--- config.mk ---
export PLATFORM = sky130hd
export DESIGN_NAME = motoro3_pwm_multich
export DESIGN_NICKNAME = d
export VERILOG_FILES = /design/src/rtl/motoro3_pwm_multich.sv
export SDC_FILE = /design/constraint.sdc
export NUM_CORES = 1
export LEC_CHECK = 0
export BUFFER_PORTS_ARGS = -buffer_cell sky130_fd_sc_hd__buf_4
export CORE_ASPECT_RATIO = 1.1
export CORE_MARGIN = 5
export CORE_UTILIZATION = 58
export DETAILED_ROUTE_END_ITERATION = 8
export PLACE_DENSITY_LB_ADDON = 0.15
export SLEW_MARGIN = 15
export SYNTH_ARGS = -nofsm -noshare
export SYNTH_HDL_FRONTEND = slang
export SYNTH_SLANG_ARGS = --single-unit
--- constraint.sdc ---
create_clock -name clk -period 2.2 [get_ports clk]
set_input_delay 0.44 -clock clk [delete_from_list [all_inputs] [get_ports clk]]
set_output_delay 0.44 -clock clk [all_outputs]
set_load 0.02 [all_outputs]
--- src/rtl/motoro3_pwm_multich.sv ---
// motoro3_pwm_multich: multi-channel PWM generator for the 3-phase motor drive.
// All channels share one period counter and run edge-aligned (CENTER=0) or
// center-aligned (CENTER=1). Each channel has a shadow duty register and an
// active duty register; active reloads at a period boundary, on sync_i, or in IDLE.
// Optional build macro PWM_MIN_ON_CLAMP_EN: non-zero duties below MIN_ON are
// raised to MIN_ON when they are loaded into the active register.
// Strobe semantics: duty_ld and sync_i are single-clock strobes sampled on every
// rising edge of clk. There is no backpressure. run_o is the FSM state (RUN=1).
module motoro3_pwm_multich #(
    parameter int CNT_W  = 9,
    parameter int NCH    = 3,
    parameter int CENTER = 0,
    parameter int MIN_ON = 32
) (
    input  logic                 clk,
    input  logic                 rst,
    input  logic [NCH*CNT_W-1:0] duty_i,
    input  logic                 duty_ld,
    input  logic [NCH-1:0]       en_i,
    input  logic                 sync_i,
    output logic [NCH-1:0]       pwm_o,
    output logic                 prd_o,
    output logic                 run_o
);
    localparam int PERIOD = 2**CNT_W - 1;
    localparam logic [CNT_W-1:0] CNT_TOP   = CNT_W'(PERIOD - 1);
    localparam logic [CNT_W-1:0] DUTY_FULL = CNT_W'(PERIOD);

    typedef enum logic {IDLE = 1'b0, RUN = 1'b1} state_t;

    state_t           state;
    state_t           nextState;
    logic [CNT_W-1:0] cnt;
    logic [CNT_W-1:0] cntNext;
    logic             cntDown;
    logic             cntDownNext;
    logic             boundary;
    logic             loadActive;
    logic [CNT_W-1:0] shadowDuty [NCH];
    logic [CNT_W-1:0] activeDuty [NCH];
    logic [NCH-1:0]   on;

    // Duty value as it should sit in the active register.
    function automatic logic [CNT_W-1:0] effDuty(input logic [CNT_W-1:0] d);
`ifdef PWM_MIN_ON_CLAMP_EN
        if ((d != '0) && (d < CNT_W'(MIN_ON)))
            effDuty = CNT_W'(MIN_ON);
        else
            effDuty = d;
`else
        // MIN_ON is inert in this build; both arms return the request unchanged.
        effDuty = (MIN_ON >= 0) ? d : d;
`endif
    endfunction

    // FSM state register.
    always_ff @(posedge clk) begin
        if (rst)
            state <= IDLE;
        else
            state <= nextState;
    end

    // FSM next state: run while any phase is enabled.
    always_comb begin
        nextState = state;
        case (state)
            IDLE:    if (en_i != '0) nextState = RUN;
            RUN:     if (en_i == '0) nextState = IDLE;
            default: nextState = IDLE;
        endcase
    end

    // Counter stepping and period-boundary detection for both alignment modes.
    always_comb begin
        cntNext     = cnt + 1'b1;
        cntDownNext = cntDown;
        boundary    = 1'b0;
        if (CENTER != 0) begin
            if (!cntDown) begin
                // The top value is held for a second clock while turning around.
                if (cnt == CNT_TOP) begin
                    cntNext     = cnt;
                    cntDownNext = 1'b1;
                end
            end else begin
                cntNext = cnt - 1'b1;
                // The valley is held the same way; the down-counting 0 ends the period.
                if (cnt == '0) begin
                    cntNext     = '0;
                    cntDownNext = 1'b0;
                    boundary    = 1'b1;
                end
            end
        end else if (cnt == CNT_TOP) begin
            cntNext  = '0;
            boundary = 1'b1;
        end
    end

    assign loadActive = (state == IDLE) | sync_i | boundary;
    assign run_o      = (state == RUN);

    // Per-channel compare; a full-scale duty never produces a low clock.
    always_comb begin
        on = '0;
        for (int i = 0; i < NCH; i++)
            on[i] = (activeDuty[i] >= DUTY_FULL) | (cnt < activeDuty[i]);
    end

    // Duty registers, counter and registered outputs.
    always_ff @(posedge clk) begin
        if (rst) begin
            cnt     <= '0;
            cntDown <= 1'b0;
            pwm_o   <= '0;
            prd_o   <= 1'b0;
            for (int i = 0; i < NCH; i++) begin
                shadowDuty[i] <= '0;
                activeDuty[i] <= '0;
            end
        end else begin
            for (int i = 0; i < NCH; i++) begin
                if (duty_ld)
                    shadowDuty[i] <= duty_i[i*CNT_W +: CNT_W];
                // A load in the same clock as the active update passes straight through.
                if (loadActive)
                    activeDuty[i] <= effDuty(duty_ld ? duty_i[i*CNT_W +: CNT_W] : shadowDuty[i]);
            end
            if ((state == RUN) && (nextState == RUN)) begin
                pwm_o <= en_i & on;
                if (sync_i) begin
                    cnt     <= '0;
                    cntDown <= 1'b0;
                    prd_o   <= 1'b1;
                end else begin
                    cnt     <= cntNext;
                    cntDown <= cntDownNext;
                    prd_o   <= boundary;
                end
            end else begin
                // IDLE, or leaving RUN: park the counter, outputs low. The first
                // RUN clock starts at cnt=0 with the period pulse.
                cnt     <= '0;
                cntDown <= 1'b0;
                pwm_o   <= '0;
                prd_o   <= (state == IDLE) && (nextState == RUN);
            end
        end
    end

endmodule

==> results list, run 1 <==
* Largest net degree at the start of global routing: 33
- Setup violations remaining at the end of the flow were counted as 0.
- Max Cap Viol: 0
* Leak pwr: 1.68 nW
* Initial core utilization: 59.8%
* Boundary Pins: 39
- In the synthesized netlist the async set-or-reset flop fraction comes to 0%.
- Number of instances resized during post-cts repair: 0
- The number of nets in the synthesized netlist is 383.
- Setup repair after global routing missed its margin: no
- Synth-to-Final Area Change: 16.4%
- Dominant synthesized flop cell: sky130_fd_sc_hd__edfxtp_1
- Buffers placed on the I/O ports in this run total 38.
- In the final routed layout, each cell accounts on average for 14.5 um.
- Setup total negative slack: 0 ns
* Antenna violations before repair: 0
* Slew headroom: a little over two thirds
- The die is between 80 and 90 um wide.
- Crit path largest cell delay: 0.47 ns
* Slew at the pin with the worst max-slew slack: 0.445 ns
- After clock tree synthesis, the clock-pin slew on the worst setup and hold paths is 0.07 ns.
- Share of Yosys cell area claimed by the top area cell type: 46.7%
* Total Wirelength: 6.52 mm
- The congestion estimate from routability-driven global placement came to 0.834.
- STA puts the critical path data required time at 2.29 ns.
- During synthesis, Yosys emitted a total of 0 warnings.
- Vias in the first global route: 2323
* Post-Synthesis Cells: about 320
- Final hold analysis gives a worst-case slack of 0.378 ns.
- After legalization and detailed placement, the total HPWL measured 4.87 mm.
* Avg Cell Area, Syn: 10.7 um^2
- Final core utilization: 69.6%
- The clock reaches the later pin of the worst-skew pair after between 0.3 and 0.4 ns.
- The number of pins with negative max-slew slack in the final report came to 0.
* Total inserted antenna cells: 0
- Worst setup path class: flip-flop to flip-flop
* Peak VDD IR: 0.498 mV
- In this run, CTS created clock tree buffers numbering 9.
- Number of enable flip-flop cells after synthesis: 54
- Across every metal layer, demand over resource in global routing totals 18.5%.
* Synth top area cells: sky130_fd_sc_hd__edfxtp_1 (47%), sky130_fd_sc_hd__ha_1 (9.4%), sky130_fd_sc_hd__dfxtp_1 (8.1%), sky130_fd_sc_hd__nand2b_1 (4.7%), sky130_fd_sc_hd__nor2_1 (4.1%)
* CTS tree: built
- Global-route wire length before repair: around 11 mm
- Largest fanout of any net on the critical path: 16
- The number of setup buffers added after CTS is 0.
* Post-route DRC violation count: 0
- The cell area that synthesis handed to floorplanning was 0.00347 mm^2.
- CTS H-tree depth: 3
- Sequential element share of the synthesized area: 54.8%
- The first TritonRoute pass finished after 4 iterations.
- sky130_fd_sc_hd__edfxtp_1 takes more of the synthesized area than any other cell.
- Once detail routing completed, the nets flagged for antenna violations numbered 0.
- The worst setup path is launched from a flip-flop.
* Cell with the biggest individual delay on the critical path: sky130_fd_sc_hd__dfxtp_1
* Number of buffers between clock root and the deepest sink: 2
- Across the routed clock network, the largest skew measured is 0.00692 ns.
- The final hold violation count came to 0.
- Die Outline Area: 0.00763 mm^2
- The core region is 0.00581 mm^2.
- The netlist uses 35 different library cells.
* Total global routing overflow: 0
* Path type of the worst min-delay path: primary input to flip-flop
- Y dimension of the die: 91.1 um
* Post-cts hold buffer count: 0
* Flip-flop and latch count after synthesis: 68
* Post-layout net count: 428
* Post-route clock period utilization: ~84%
- The tree is rooted in a sky130_fd_sc_hd__clkbuf_8.
* Chain of cells forming the critical path: inv_1 -> ha_1 -> and2_1 -> a41oi_2 -> a21o_1 -> buf_4 -> nor2_1
- Ratio of routed vias to standard cells: a little over 5
* Worst endpoint data arrival time: 1.95 ns
* Top achievable clock speed: 538 MHz
- The floorplan has 29 rows.
- # clock sinks: just under 70
- The post-route netlist has 20.9% of its cells at a drive strength greater than 1.
- The routed design could run at a clock period as short as 1.86 ns.
- The detailed router finished its first iteration with 153 violations.
* Setup crit end kind: flip-flop
* Power density cells: 693 mW/mm^2
- For this block, the via count after detailed routing is around 2300.
- The flow ran to the end, and the final reports show no timing, DRC or antenna violations.
[cell usage after synthesis, drive strengths merged (2+ instances only)]
| cell | n |
|---|---|
| buf | 4 |
| clkbuf | 8 |
| nand3b | 2 |
| o21a | 2 |
| xor2 | 6 |
| nand3 | 7 |
| nor2 | 38 |
| ha | 26 |
| edfxtp | 54 |
| and2 | 4 |
| o211ai | 3 |
| a21oi | 34 |
| nor3 | 3 |
| dfxtp | 14 |
| a21o | 3 |
| nand2b | 26 |
| a31oi | 2 |
| nand2 | 36 |
| a41oi | 2 |
| nor2b | 2 |
| o21ai | 4 |
| inv | 25 |
| nand4 | 5 |
| mux2i | 3 |
| nor4 | 3 |
[cell families after synthesis]
logic type / count (synthesis) / synth area share, %
buffers and inverters: 37 / 4.65
flip-flops: 68 / 54.8
XOR/XNOR: 7 / 1.77
multiplexers: 3 / 0.865
AND/OR/NAND/NOR: 130 / 18.0
AO/OA/AOI/OAI: 52 / 10.6
adder cells (fa/ha/maj): 26 / 9.37
[layout by cell type, fill, tap and decap left out, types with 2 or more instances in the layout]
master,synthesis,final
sky130_fd_sc_hd__a31oi_1,2,2
sky130_fd_sc_hd__nor2_1,38,38
sky130_fd_sc_hd__dfxtp_1,14,14
sky130_fd_sc_hd__nand3_1,7,7
sky130_fd_sc_hd__a21o_1,3,3
sky130_fd_sc_hd__ha_1,26,26
sky130_fd_sc_hd__nor4_1,3,3
sky130_fd_sc_hd__inv_1,25,25
sky130_fd_sc_hd__nor3_1,3,3
sky130_fd_sc_hd__nand4_1,5,5
sky130_fd_sc_hd__nor2b_1,2,2
sky130_fd_sc_hd__o21ai_0,4,4
sky130_fd_sc_hd__mux2i_1,3,3
sky130_fd_sc_hd__clkinv_2,0,2
sky130_fd_sc_hd__nand2_1,36,36
sky130_fd_sc_hd__and2_1,4,4
sky130_fd_sc_hd__o21a_1,2,2
sky130_fd_sc_hd__clkbuf_8,0,9
sky130_fd_sc_hd__o211ai_1,3,3
sky130_fd_sc_hd__buf_4,0,45
sky130_fd_sc_hd__nand3b_1,2,2
sky130_fd_sc_hd__nand2b_1,26,26
sky130_fd_sc_hd__a21oi_2,16,16
sky130_fd_sc_hd__clkbuf_1,8,2
sky130_fd_sc_hd__edfxtp_1,54,54
sky130_fd_sc_hd__xor2_1,6,6
sky130_fd_sc_hd__a21oi_1,18,18
[where the power goes]
part	internal, mW	switching, mW	leakage [nW]
sequential	1.49	0.0386	0.713
combinational	0.130	0.164	0.873
clock	0.519	0.462	0.0947
[flip-flops by register name (all words and copies together) (netlist names)]
register    flops
shadowDuty     27
prd_o           1
run_o           1
activeDuty     27
cnt             9
pwm_o           3
[final cells by class]
type,instances,area (um^2)
Tap cell,77,96.3
Fill cell,455,1760
Inverter,25,93.8
Clock inverter,5,52.6
Multi-Input combinational cell,218,1410
Timing Repair Buffer,46,358
Clock buffer,11,131
Sequential cell,68,1900
[per-stage QoR]
step	cell area (um^2)	power [mW]	std cells	worst slack, ns
2_1_floorplan	3470	1.73	323	0.273
3_3_place_gp	3860	1.84	434	0.415
3_5_place_dp	3860	1.85	434	0.350
4_1_cts	4040	2.82	450	0.340
5_1_grt	4040	2.92	450	0.237
6_report	4040	2.80	450	0.342
[metal layers]
metal  vias to the layer above  GRT usage, %  part of all wire (%)
li1                       1209             -                     -
met1                      1083          24.7                    47
met2                        33          29.5                    48
met3                        11          2.99                   3.0
met4                         0          8.85                   1.8
met5                         -             0                     0
[worst max-delay path: cells and delay by family (launching register included)]
family / cells / cell delay, ns
simple gates: 2 / 0.22
fa+ha+maj: 1 / 0.19
flops: 1 / 0.47
buf+inv: 2 / 0.32
compound gates: 2 / 0.41
[worst paths after layout]
| path | startpoint | end | slack (ns) | cells past startpoint |
|---|---|---|---|---|
| min | en_i[2] | run_o | 0.38 | 3 |
| min reg2reg | cnt[0] | cnt[0] | 0.54 | 1 |
| max reg2reg | cnt[0] | activeDuty[0][8] | 0.34 | 7 |
| max | cnt[0] | activeDuty[0][8] | 0.34 | 7 |
No activity file was read; power rests on OpenSTA's default activity.
==> run 2: changes to the inputs <==
Settings changed: CORE_UTILIZATION 58 to 53.
Clock period 2.2 ns to 1.5 ns, I/O delays scaled along.
==> results list, run 2 (same netlist as run 1, synthesis figures left out) <==
* Status: finished with violations
* Hold Path Origin: rst
- The aggregate routed wire length was 7.84 mm (+20%).
- The share of power burned in the clock network came to 43.8% (+8.8 points).
- Period minus WS final: 1.61 ns (-0.247 ns)
* Overall Global Routing Usage: 20.5% (+2.0 points)
- Slew headroom: 57.2% (-13 points)
- STA classifies the critical path endpoint as a flip-flop.
- Smallest setup slack after layout: -0.111 ns (-0.453 ns)
- The worst hold path terminates at run_o.
* Die Outline Area: 0.00827 mm^2 (+8.3%)
- The number of detailed-route iterations in the first pass came to 4 (unchanged).
- In this run the critical register-to-register path is launched from cnt[0].
* Post-route DRC violation count: 0 (unchanged)
- The initial standard-cell utilization of the core is 53.6% (-6.2 points).
- Worst setup path class: flip-flop to flip-flop
- Chain of cells forming the critical path: inv_2 -> ha_4 -> and2_4 -> a41oi_2 -> a21o_1 -> buf_4 -> buf_12 -> nor2_1
- The maximum operating frequency was 621 MHz (+15%).
- Number of buffers between clock root and the deepest sink: 2 (unchanged)
* FP Rows: 31 (+6.9%)
- The antenna diode count was 0 (unchanged).
* Max Cap Viol: 0 (unchanged)
* Setup repair after global routing missed its margin: yes
- Most frequent cells in the layout: sky130_fd_sc_hd__buf_4 (60), sky130_fd_sc_hd__edfxtp_1 (54), sky130_fd_sc_hd__nor2_1 (37)
- Post-route clock period utilization: 107% (+23 points)
- The summed negative setup slack over all endpoints came to -4.48 ns (-4.48 ns).
- CTS root buffer: sky130_fd_sc_hd__clkbuf_8
- Crit path largest cell delay: 0.35 ns (-0.12 ns)
* IO Port Bufs: 38 (unchanged)
- Violated checks: setup timing
* Nature of the critical path startpoint: flip-flop
- The global placement routability congestion came to 0.843 (+1.1%).
- Worst hold-check slack: 0.193 ns (-0.184 ns)
- The first-pass GRT wire length came to 12.6 mm (+13%).
- Peak VDD IR: 0.781 mV (+57%)
- The net switching power was 1.06 mW (+59%).
- Core footprint: 0.00648 mm^2 (+12%)
* Internal reg-to-reg setup slack: -0.11 ns (-0.45 ns)
- The critical path buffer and inverter count was 3 (+1).
- The via count is 2528 (+8.2%).
- Area of combinational cells with multiple inputs: 0.00151 mm^2 (+7.1%)
- The switching power share of the total came to 21.3% (-2.4 points).
- Antenna-violating nets left: 0 (unchanged)
- Fraction of power consumed by sequential logic: 45.1% (-9.4 points)
* Total setup violations reported at the end of the flow: 58 (+58)
* Dpl cells: 454 (+4.6%)
- The mean number of vias per cell was 5.27 (+1.5%).
- Largest fanout of any net on the critical path: 12 (-4)
- Total global routing overflow: 0 (unchanged)
- The number of global-route vias before repair was 2661 (+15%).
* Endpoints failing hold: 0 (unchanged)
- The final cell count without fillers is 480 (+6.7%).
* Synth-to-Final Area Change: 32.1%
- Clk Latency, worst-skew pair: 0.34 ns (about the same)
- The worst clock skew is 0.00874 ns (+0.00181 ns).
- The number of buffers created by CTS came to 9 (unchanged).
- Area after DPL: 0.00401 mm^2 (+4.0%)
- Biggest registers after layout: activeDuty (27), shadowDuty (27), cnt (9)
- The sum of net half-perimeters after detailed placement came to 5.06 mm (+4.0%).
- Leak pwr: 1.92 nW (+14%)
- Y dimension of the die: 94.9 um (+4.1%)
- The number of cells traversed by the worst hold path came to 2 (-1).
- CTS H-tree depth: 3 (unchanged)
* Clock input transition at the sequential cells of the worst setup and hold paths: 0.07 ns (about the same)
- Worst R2R End: activeDuty[0][26]
- The number of inserted filler cells in the final layout came to 430 (-5.5%).
- The number of pins with negative max-slew slack in the final report came to 0 (unchanged).
* Most common cell after layout, fill and taps aside: sky130_fd_sc_hd__buf_4
- Antenna violations before repair: 0 (unchanged)
- The arrival time at the worst endpoint was 1.71 ns (-0.24 ns).
* Cell-internal power: 3.89 mW (+82%)
- Path type of the worst min-delay path: primary input to flip-flop
- Die Width: 87.2 um (+4.1%)
- Share of layout cells above drive strength 1: 31.4% (+10 points)
- In this design, the largest share of critical-path delay is due to compound AO/OA/AOI/OAI gates.
- The slowest stage of the critical path belongs to the cell sky130_fd_sc_hd__dfxtp_4.
* Number of violations reported at the end of detailed-routing iteration 0: 100 (-35%)
- Drt wl/cell: 16.3 um (+13%)
- The slew at the pin closest to its max-slew limit is 0.641 ns (+0.196 ns).
- The data required time at the worst endpoint was 1.60 ns (-0.69 ns).
- The summed area of non-filler cells in the final layout is 0.00459 mm^2 (+13%).
- The maximum number of pins on one net before global-route repair came to 33 (unchanged).
* Sequential standard cell area: 0.00191 mm^2 (+0.59%)
- Combinational group share of total power: 11.1% (+0.6 points)
* Post-layout net count: 453 (+5.8%)
- TritonCTS built the clock tree.
- Boundary Pins: 39 (unchanged)
- The clock sink count is 68 (unchanged).
- Power density cells: 1080 mW/mm^2 (+56%)
- The worst reg2reg path depth came to 8 (+1).
run 2: stage by stage:
stage / utilization, % / power (mW) / setup slack [ns]
final: 70.8 / 4.95 / -0.111
after CTS: 69.9 / 4.96 / -0.0786
after global placement: 61.9 / 2.72 / -0.0939
after global routing: 70.8 / 5.14 / -0.169
after detailed placement: 61.9 / 2.74 / -0.143
after floorplan: - / 2.55 / -0.134
run 2: worst max-delay path by stage:
stage	startpoint	to	slack (ns)	depth (start not counted)
floorplan	cnt[0]	activeDuty[0][17]	-0.13	8
global placement	cnt[0]	activeDuty[0][26]	-0.09	7
detailed placement	cnt[0]	activeDuty[0][4]	-0.14	7
CTS	cnt[0]	activeDuty[0][3]	-0.08	8
global route	cnt[0]	activeDuty[0][0]	-0.17	8
finish	cnt[0]	activeDuty[0][26]	-0.11	8
run 2: metal layers:
layer	up-vias	wire [um]	share of wire, %	global-route usage, %
met1	1196	3400	43	24.6
met3	10	303	3.9	4.71
met5	-	0	0	0
met4	0	134	1.7	7.80
li1	1262	-	-	-
met2	60	4000	51	35.4
run 2: power by group through the flow:
stage | registers [mW] | logic, mW | clock network (mW)
after floorplan | 2.27 | 0.278 | 0
after global placement | 2.27 | 0.451 | 0
after detailed placement | 2.27 | 0.464 | 0
after CTS | 2.23 | 0.536 | 2.19
after global routing | 2.25 | 0.606 | 2.28
final | 2.23 | 0.550 | 2.16
run 2: layout make-up:
class | count | share of cell area (%)
Sequential cell | 68 | 41.7
Multi-Input combinational cell | 218 | 32.9
Timing Repair Buffer | 71 | 14.9
Clock inverter | 6 | 3.47
Clock buffer | 10 | 2.78
Tap cell | 82 | 2.24
Inverter | 25 | 2.05
run 2: repair_timing:
action,in CTS,in global routing
gates cloned,5,0
buffers inserted,4,2
endpoints found under the setup margin,57,67
hold buffers,0,0
pin swaps,2,3
gates resized for setup,21,10
